<file path="src/rtl/rw_writeback_unit_pkg.sv">
// rw_writeback_unit_pkg: shared SimpleRISC widths, register constants and the queued-write entry type
package rw_writeback_unit_pkg;
  localparam int REG_W = 5;
  localparam int XLEN = 32;
  localparam logic [REG_W-1:0] RA_IDX = 5'd31;
  localparam int RD_HI = 25;
  localparam int RD_LO = 21;
  typedef struct packed {
    logic [REG_W-1:0] port;
    logic [XLEN-1:0]  data;
  } wb_entry_t;
endpackage

</file>
<file path="src/rtl/rw_writeback_unit_if.sv">
// rw_writeback_unit_if: retire input from MA and register-file port B request/grant bus
//   in_*   : retiring instruction (valid/ready handshake)
//   wr_*   : pending write at FIFO head (req/gnt handshake)
//   master : the writeback unit; slave : MA stage plus port B arbiter
interface rw_writeback_unit_if;
  import rw_writeback_unit_pkg::*;
  logic             in_valid;
  logic             in_ready;
  logic [XLEN-1:0]  in_pc;
  logic [XLEN-1:0]  in_inst;
  logic [XLEN-1:0]  in_alu;
  logic [XLEN-1:0]  in_ld;
  logic             in_isWb;
  logic             in_isLd;
  logic             in_isCall;
  logic             wr_req;
  logic             wr_gnt;
  logic [REG_W-1:0] wr_port;
  logic [XLEN-1:0]  wr_data;
  modport master (
    input  in_valid, in_pc, in_inst, in_alu, in_ld, in_isWb, in_isLd, in_isCall, wr_gnt,
    output in_ready, wr_req, wr_port, wr_data
  );
  modport slave (
    output in_valid, in_pc, in_inst, in_alu, in_ld, in_isWb, in_isLd, in_isCall, wr_gnt,
    input  in_ready, wr_req, wr_port, wr_data
  );
endinterface

</file>
<file path="src/rtl/rw_writeback_unit_fifo.sv">
// rw_writeback_unit_fifo: pending-write FIFO with per-entry valid bits for the bypass search
//   push/push_entry : enqueue (ignored when full)
//   pop             : dequeue head (ignored when empty)
//   mem/vld/rd_ptr  : storage, valid bits and head pointer for the bypass search
//   cnt/full/empty  : registered occupancy and its flags
module rw_writeback_unit_fifo
  import rw_writeback_unit_pkg::*;
#(
  parameter int DEPTH = 2,
  localparam int AW = $clog2(DEPTH),
  localparam int CW = AW + 1
) (
  input  logic             clk,
  input  logic             rst_n,
  input  logic             push,
  input  wb_entry_t        push_entry,
  input  logic             pop,
  output wb_entry_t        mem [DEPTH],
  output logic [DEPTH-1:0] vld,
  output logic [AW-1:0]    rd_ptr,
  output logic [CW-1:0]    cnt,
  output logic             full,
  output logic             empty
);
  wb_entry_t        mem_q [DEPTH];
  wb_entry_t        mem_d [DEPTH];
  logic [DEPTH-1:0] vld_q, vld_d;
  logic [AW-1:0]    wr_ptr_q, wr_ptr_d, rd_ptr_q, rd_ptr_d;
  logic [CW-1:0]    cnt_q, cnt_d;
  logic             do_push, do_pop;
  assign full    = cnt_q == CW'(DEPTH);
  assign empty   = cnt_q == '0;
  assign do_push = push && !full;
  assign do_pop  = pop && !empty;
  // Clear before set: a simultaneous push never targets the head slot unless the FIFO was empty.
  always_comb begin
    mem_d = mem_q;
    vld_d = vld_q;
    if (do_pop) vld_d[rd_ptr_q] = 1'b0;
    if (do_push) begin
      mem_d[wr_ptr_q] = push_entry;
      vld_d[wr_ptr_q] = 1'b1;
    end
    wr_ptr_d = wr_ptr_q + AW'(do_push);
    rd_ptr_d = rd_ptr_q + AW'(do_pop);
    cnt_d    = cnt_q + CW'(do_push) - CW'(do_pop);
  end
  always_ff @(posedge clk or negedge rst_n) begin
    if (!rst_n) begin
      mem_q    <= '{default: '0};
      vld_q    <= '0;
      wr_ptr_q <= '0;
      rd_ptr_q <= '0;
      cnt_q    <= '0;
    end else begin
      mem_q    <= mem_d;
      vld_q    <= vld_d;
      wr_ptr_q <= wr_ptr_d;
      rd_ptr_q <= rd_ptr_d;
      cnt_q    <= cnt_d;
    end
  end
  assign mem    = mem_q;
  assign vld    = vld_q;
  assign rd_ptr = rd_ptr_q;
  assign cnt    = cnt_q;
endmodule

</file>
<file path="src/rtl/rw_writeback_unit.sv">
// rw_writeback_unit: SimpleRISC register-write stage, queues retiring writes for register-file port B
//   clk, rst_n      : clock, async active-low reset
//   bus             : retire input and port B req/gnt (master side)
//   byp_addr1/2     : OF read addresses; byp_hit1/2, byp_data1/2 : youngest queued match
//   pend_cnt        : queued writes; retire_cnt : instructions accepted since reset
module rw_writeback_unit #(
  parameter int DEPTH = 2,
  parameter logic [rw_writeback_unit_pkg::REG_W-1:0] RA_IDX = rw_writeback_unit_pkg::RA_IDX,
  localparam int AW = $clog2(DEPTH),
  localparam int CW = AW + 1
) (
  input  logic                                     clk,
  input  logic                                     rst_n,
  rw_writeback_unit_if.master                      bus,
  input  logic [rw_writeback_unit_pkg::REG_W-1:0]  byp_addr1,
  input  logic [rw_writeback_unit_pkg::REG_W-1:0]  byp_addr2,
  output logic                                     byp_hit1,
  output logic                                     byp_hit2,
  output logic [rw_writeback_unit_pkg::XLEN-1:0]   byp_data1,
  output logic [rw_writeback_unit_pkg::XLEN-1:0]   byp_data2,
  output logic [CW-1:0]                            pend_cnt,
  output logic [rw_writeback_unit_pkg::XLEN-1:0]   retire_cnt
);
  import rw_writeback_unit_pkg::*;
  wb_entry_t        mem [DEPTH];
  wb_entry_t        sel;
  logic [DEPTH-1:0] vld;
  logic [AW-1:0]    rd_ptr;
  logic             full, empty, accept;
  logic [XLEN-1:0]  retire_cnt_q, retire_cnt_d;
  // Ready depends on registered occupancy only, so a grant never admits an enqueue when full.
  assign bus.in_ready = rst_n && !full;
  assign accept       = bus.in_valid && bus.in_ready;
  assign sel.port     = bus.in_isCall ? RA_IDX : bus.in_inst[RD_HI:RD_LO];
  assign sel.data     = bus.in_isCall ? bus.in_pc + 32'd4 : bus.in_isLd ? bus.in_ld : bus.in_alu;
  rw_writeback_unit_fifo #(.DEPTH(DEPTH)) u_fifo (
    .clk        (clk),
    .rst_n      (rst_n),
    .push       (accept && bus.in_isWb),
    .push_entry (sel),
    .pop        (bus.wr_gnt),
    .mem        (mem),
    .vld        (vld),
    .rd_ptr     (rd_ptr),
    .cnt        (pend_cnt),
    .full       (full),
    .empty      (empty)
  );
  assign bus.wr_req  = !empty;
  assign bus.wr_port = mem[rd_ptr].port;
  assign bus.wr_data = mem[rd_ptr].data;
  always_comb retire_cnt_d = retire_cnt_q + XLEN'(accept);
  always_ff @(posedge clk or negedge rst_n) begin
    if (!rst_n) retire_cnt_q <= '0;
    else        retire_cnt_q <= retire_cnt_d;
  end
  assign retire_cnt = retire_cnt_q;
  // Walk entries oldest to youngest from the head so later matches override earlier ones.
  always_comb begin
    byp_hit1  = 1'b0;
    byp_hit2  = 1'b0;
    byp_data1 = '0;
    byp_data2 = '0;
    for (int k = 0; k < DEPTH; k++) begin
      if (vld[rd_ptr + AW'(k)] && mem[rd_ptr + AW'(k)].port == byp_addr1) begin
        byp_hit1  = 1'b1;
        byp_data1 = mem[rd_ptr + AW'(k)].data;
      end
      if (vld[rd_ptr + AW'(k)] && mem[rd_ptr + AW'(k)].port == byp_addr2) begin
        byp_hit2  = 1'b1;
        byp_data2 = mem[rd_ptr + AW'(k)].data;
      end
    end
  end
endmodule

</file>
<file path="src/flat_wrapper.sv">
// flat-port wrapper written by rule: the top's interface ports become plain ports
module rw_writeback_unit_flat import rw_writeback_unit_pkg::*;
#(
  parameter int DEPTH = 2,
  parameter logic [rw_writeback_unit_pkg::REG_W-1:0] RA_IDX = rw_writeback_unit_pkg::RA_IDX,
  localparam int AW = $clog2(DEPTH),
  localparam int CW = AW + 1
)
  (clk, rst_n, byp_addr1, byp_addr2, byp_hit1, byp_hit2, byp_data1, byp_data2, pend_cnt, retire_cnt, bus_in_valid, bus_in_pc, bus_in_inst, bus_in_alu, bus_in_ld, bus_in_isWb, bus_in_isLd, bus_in_isCall, bus_wr_gnt, bus_in_ready, bus_wr_req, bus_wr_port, bus_wr_data);
  rw_writeback_unit_if bus_i ();
  input  logic clk;
  input  logic rst_n;
  input  logic [rw_writeback_unit_pkg::REG_W-1:0] byp_addr1;
  input  logic [rw_writeback_unit_pkg::REG_W-1:0] byp_addr2;
  output logic byp_hit1;
  output logic byp_hit2;
  output logic [rw_writeback_unit_pkg::XLEN-1:0] byp_data1;
  output logic [rw_writeback_unit_pkg::XLEN-1:0] byp_data2;
  output logic [CW-1:0] pend_cnt;
  output logic [rw_writeback_unit_pkg::XLEN-1:0] retire_cnt;
  input wire logic [$bits(bus_i.in_valid)-1:0] bus_in_valid;
  input wire logic [$bits(bus_i.in_pc)-1:0] bus_in_pc;
  input wire logic [$bits(bus_i.in_inst)-1:0] bus_in_inst;
  input wire logic [$bits(bus_i.in_alu)-1:0] bus_in_alu;
  input wire logic [$bits(bus_i.in_ld)-1:0] bus_in_ld;
  input wire logic [$bits(bus_i.in_isWb)-1:0] bus_in_isWb;
  input wire logic [$bits(bus_i.in_isLd)-1:0] bus_in_isLd;
  input wire logic [$bits(bus_i.in_isCall)-1:0] bus_in_isCall;
  input wire logic [$bits(bus_i.wr_gnt)-1:0] bus_wr_gnt;
  output wire logic [$bits(bus_i.in_ready)-1:0] bus_in_ready;
  output wire logic [$bits(bus_i.wr_req)-1:0] bus_wr_req;
  output wire logic [$bits(bus_i.wr_port)-1:0] bus_wr_port;
  output wire logic [$bits(bus_i.wr_data)-1:0] bus_wr_data;
  assign bus_i.in_valid = bus_in_valid;
  assign bus_i.in_pc = bus_in_pc;
  assign bus_i.in_inst = bus_in_inst;
  assign bus_i.in_alu = bus_in_alu;
  assign bus_i.in_ld = bus_in_ld;
  assign bus_i.in_isWb = bus_in_isWb;
  assign bus_i.in_isLd = bus_in_isLd;
  assign bus_i.in_isCall = bus_in_isCall;
  assign bus_i.wr_gnt = bus_wr_gnt;
  assign bus_in_ready = bus_i.in_ready;
  assign bus_wr_req = bus_i.wr_req;
  assign bus_wr_port = bus_i.wr_port;
  assign bus_wr_data = bus_i.wr_data;
  rw_writeback_unit #(.DEPTH(DEPTH), .RA_IDX(RA_IDX)) u_core (.clk(clk), .rst_n(rst_n), .bus(bus_i), .byp_addr1(byp_addr1), .byp_addr2(byp_addr2), .byp_hit1(byp_hit1), .byp_hit2(byp_hit2), .byp_data1(byp_data1), .byp_data2(byp_data2), .pend_cnt(pend_cnt), .retire_cnt(retire_cnt));
endmodule
</file>
<file path="config.mk">
export PLATFORM = sky130hd
export DESIGN_NAME = rw_writeback_unit_flat
export DESIGN_NICKNAME = d
export VERILOG_FILES = /design/src/rtl/rw_writeback_unit_pkg.sv /design/src/rtl/rw_writeback_unit_if.sv /design/src/rtl/rw_writeback_unit_fifo.sv /design/src/rtl/rw_writeback_unit.sv /design/src/flat_wrapper.sv
export SDC_FILE = /design/constraint.sdc
export NUM_CORES = 1
export LEC_CHECK = 0
export CORE_UTILIZATION = 39
export CTS_BUF_LIST = sky130_fd_sc_hd__clkbuf_8 sky130_fd_sc_hd__clkbuf_16
export CTS_CLUSTER_DIAMETER = 120
export CTS_CLUSTER_SIZE = 28
export DETAILED_ROUTE_END_ITERATION = 10
export PLACE_DENSITY = 0.68
export SYNTH_ARGS = -nofsm -noshare
export SYNTH_HDL_FRONTEND = slang
export SYNTH_HIERARCHICAL = 1
export SYNTH_SLANG_ARGS = --single-unit
export TNS_END_PERCENT = 10
</file>
<file path="constraint.sdc">
create_clock -name clk -period 2.8 [get_ports clk]
set_input_delay 0.56 -clock clk [delete_from_list [all_inputs] [get_ports clk]]
set_output_delay 0.56 -clock clk [all_outputs]
set_load 0.02 [all_outputs]
</file>
==> reports/results.ini, run 1 <==
[run_status]
status = finished with violations
violations = setup timing

[timing]
finalSetupViolCount = 86
hold_viol_final = 0
worstMarginPinSlew_ps = 836.3
grt_setup_unrepaired = true
max_freq_mhz = 295.9
period_minus_slack_ps = 3379
finalMaxSlewViolations = 0
max_slew_margin_pct = 44.25
setup_tns_ps = -36150
layout_setup_ws_ps = -579.1
fin_crit_sh_pct = 120.7
skew_ps = 7.292

[global_route]
grt_pass1_wl_um = 54140
grt_usage_pct = 26.45
antenna_found_initial = 0
grt_overflow = 0
grt_max_degree = 101
grt_pass1_vias = 9626

[cts]
clkSlewWorstSetupHoldPaths_ps = 80
root_buffer = clkbuf_16
cts_buffer_depth = 2
cts_max_level = 3
numCtsBuffers = 9
cts_sinks = 112
cts_tree = built
clk_latency_ps = 360

[logic_synthesis]
synth_mux_area_share_pct = 16.88
yosysSeqAreaShare_pct = 28.69
yosys.area_share.simple_pct = 12.59
synth_area_um2 = 9769
synthFlopType = dfrtp_1
synth_enable_flop_cells = 0
synth_top_family_by_area = compound AO/OA/AOI/OAI gates
syn-num-nets = 1175
yosys-top-cells-count = o2111ai_1 (125), dfrtp_1 (112), nand3_1 (82)
synth_xor_area_share_pct = 7.070
netlist_instances = 1022
synth-seq-cells = 112
synth_compound_area_share_pct = 26.32
synth_area_leader_cell = dfrtp_1
synth_cell_types = 52
synthMostInstantiatedCell = o2111ai_1
synth_adder_area_share_pct = 1.025
yosys-top-cells-area = dfrtp_1 (29%), o2111ai_1 (11%), mux2_4 (9.2%), a32oi_1 (5.6%), mux2_2 (5.2%)
async_flop_share_pct = 100.0
netlist.area_leader.share_pct = 28.69
syn_avg_cell_area_um2 = 9.559
ys.warnings.count = 6

[routing]
vias = 10150
drt_iter0_markers = 1065
wl_per_cell_um = 21.45
drt-total-wl_um = 35300
drc_errors = 0
viasPerCell = 6.168
ant_nets = 0
firstDrtPassIters = 6

[worst_setup_path]
end_kind = primary output
cp-start-kind = flop
r2r_end = u_core/retire_cnt[28]
critPathLaunch = u_core/u_fifo/rd_ptr
worstPathRequired_ps = 2240
rr_worst_depth = 11
crit_path_top_delay_cell = dfrtp_4
r2r_setup_slack_ps = 310
cp_data_arrival_time_ps = 2820
timing_worst_setup_path_type = reg -> out
reg2reg_from = u_core/u_fifo/cnt[1]
critPathCapture = byp_data1[3]
crit_path_max_fanout = 6
path_cells = mux2i_4, buf_6, xnor2_4, nor4_4, buf_6, buf_12, buf_4, o2111ai_2, a32oi_2, buf_4
max_stage_delay_ps = 570

[flow_run]
maxCapViolations = 0

[power_and_ir_drop]
vdd_ir_drop_max_mv = 0.7016
power_mw = 16.37
p_per_area_nw_per_um2 = 1121
leakagePower_nw = 5.457

[floorplan]
core_area_um2 = 24460
io_pins = 284
die_h_um = 160.3
initial_core_util_pct = 39.94
die_area_um2 = 25690
rows = 57
die_w_um = 160.3

[placement]
placed_area_um2 = 13580
place_ws_ps = -970.8
dp.cells = 1598
gp_congestion = 0.8815
dp_hpwl_um = 23980
portBuffers = 256

[hold_path]
hp-class = in -> async

[cells_and_area]
syn2layout_area_growth_pct = 49.50
instances_no_fill = 1646
n_antenna_cell = 0
post-route-cell-area_um2 = 14610
nets = 1470
drive_gt1_share_pct = 32.15

## worst max-delay path: cells and delay by family (launching register included)
family,cells,cell delay (ps)
buf+inv,5,790
compound gates,2,410
xor+xnor,1,120
mux,1,230
flops,1,570
simple gates,1,320
## how the worst min path moves through the flow
stage / depth (start not counted) / start / slack [ps] / to
finish: 2 / rst_n / 330 / u_core/retire_cnt[17]
detailed placement: 1 / u_core/retire_cnt[31] / 470 / u_core/retire_cnt[31]
CTS: 2 / rst_n / 340 / u_core/retire_cnt[31]
global placement: 1 / u_core/retire_cnt[31] / 470 / u_core/retire_cnt[31]
floorplan: 0 / rst_n / 260 / u_core/retire_cnt[0]
global route: 2 / rst_n / 400 / u_core/retire_cnt[18]
## final cells by class
type / count / area (µm²)
Sequential cell: 112 / 2806
Clock inverter: 7 / 73.82
Tap cell: 324 / 405.4
Inverter: 18 / 67.56
Fill cell: 2057 / 9857
Clock buffer: 9 / 225.2
Timing Repair Buffer: 407 / 4290
Multi-Input combinational cell: 769 / 6736
## flip-flops by register name (all words and copies together) (netlist names)
name	count
u_core/u_fifo/mem	74
u_core/retire_cnt	32
u_core/u_fifo/cnt	2
u_core/u_fifo/vld	2
u_core/u_fifo/rd_ptr	1
u_core/u_fifo/wr_ptr_q	1
## report_power, final
| group | internal [mW] | total (mW) | switching [mW] |
|---|---|---|---|
| Sequential | 2.23 | 3.25 | 1.02 |
| Combinational | 5.73 | 11.8 | 6.05 |
| Clock | 0.638 | 1.34 | 0.702 |
| Total | 8.60 | 16.4 | 7.77 |
## cells by family after synthesis
kind of cell	after synthesis
AOI/OAI and AO/OA	329
adders and majority gates	8
muxes	125
DFF	112
xor gates and xnor gates	78
and+or+nand+nor	229
buffers and inverters	141
## cell usage in the layout (no fill, tap or decap), drive strengths merged, types with 12 or more instances in the layout
master	n
buf	213
a31oi	62
xnor2	41
o2111ai	125
nor2b	22
mux2	105
nor2	18
dfrtp	112
nand3	82
nand2	37
mux2i	20
a211oi	23
a32oi	62
a21oi	24
clkbuf	14
dlygate4sd2	12
nand4	18
xor2	37
o21ai	19
clkdlybuf4s50	174
inv	23
## stage by stage
stage | hold WS, ps | utilization [%]
6_report | 325.7 | 59.71
5_1_grt | 395.8 | 59.71
4_1_cts | 344.8 | 58.62
3_5_place_dp | 474.1 | 55.53
3_3_place_gp | 470.7 | 55.53
2_1_floorplan | 264.4 | -
## what timing repair did
item | CTS | global route
cloned | 6 | 4
hold buffers | 0 | 0
setup endpoints to repair | 98 | 87
setup buffers | 15 | 7
pin swaps | 28 | 19
gates resized for setup | 410 | 27
endpoints found under the hold margin | 0 | 0
## metal layers
layer / wire length [µm] / up-vias / GRT usage, %
li1: - / 4673 / -
met3: 1913 / 66 / 2.883
met4: 1152 / 0 / 10.61
met2: 17180 / 443 / 43.50
met5: 0 / - / 0
met1: 15060 / 4970 / 35.41
Power figures use the tool's default switching activity.
==> inputs of run 2 (changes only) <==
- ABC_CLOCK_PERIOD_IN_PS: not set -> 2800
==> results of run 2 <==
The final DEF is identical to that of run 1; final timing and power are the same.
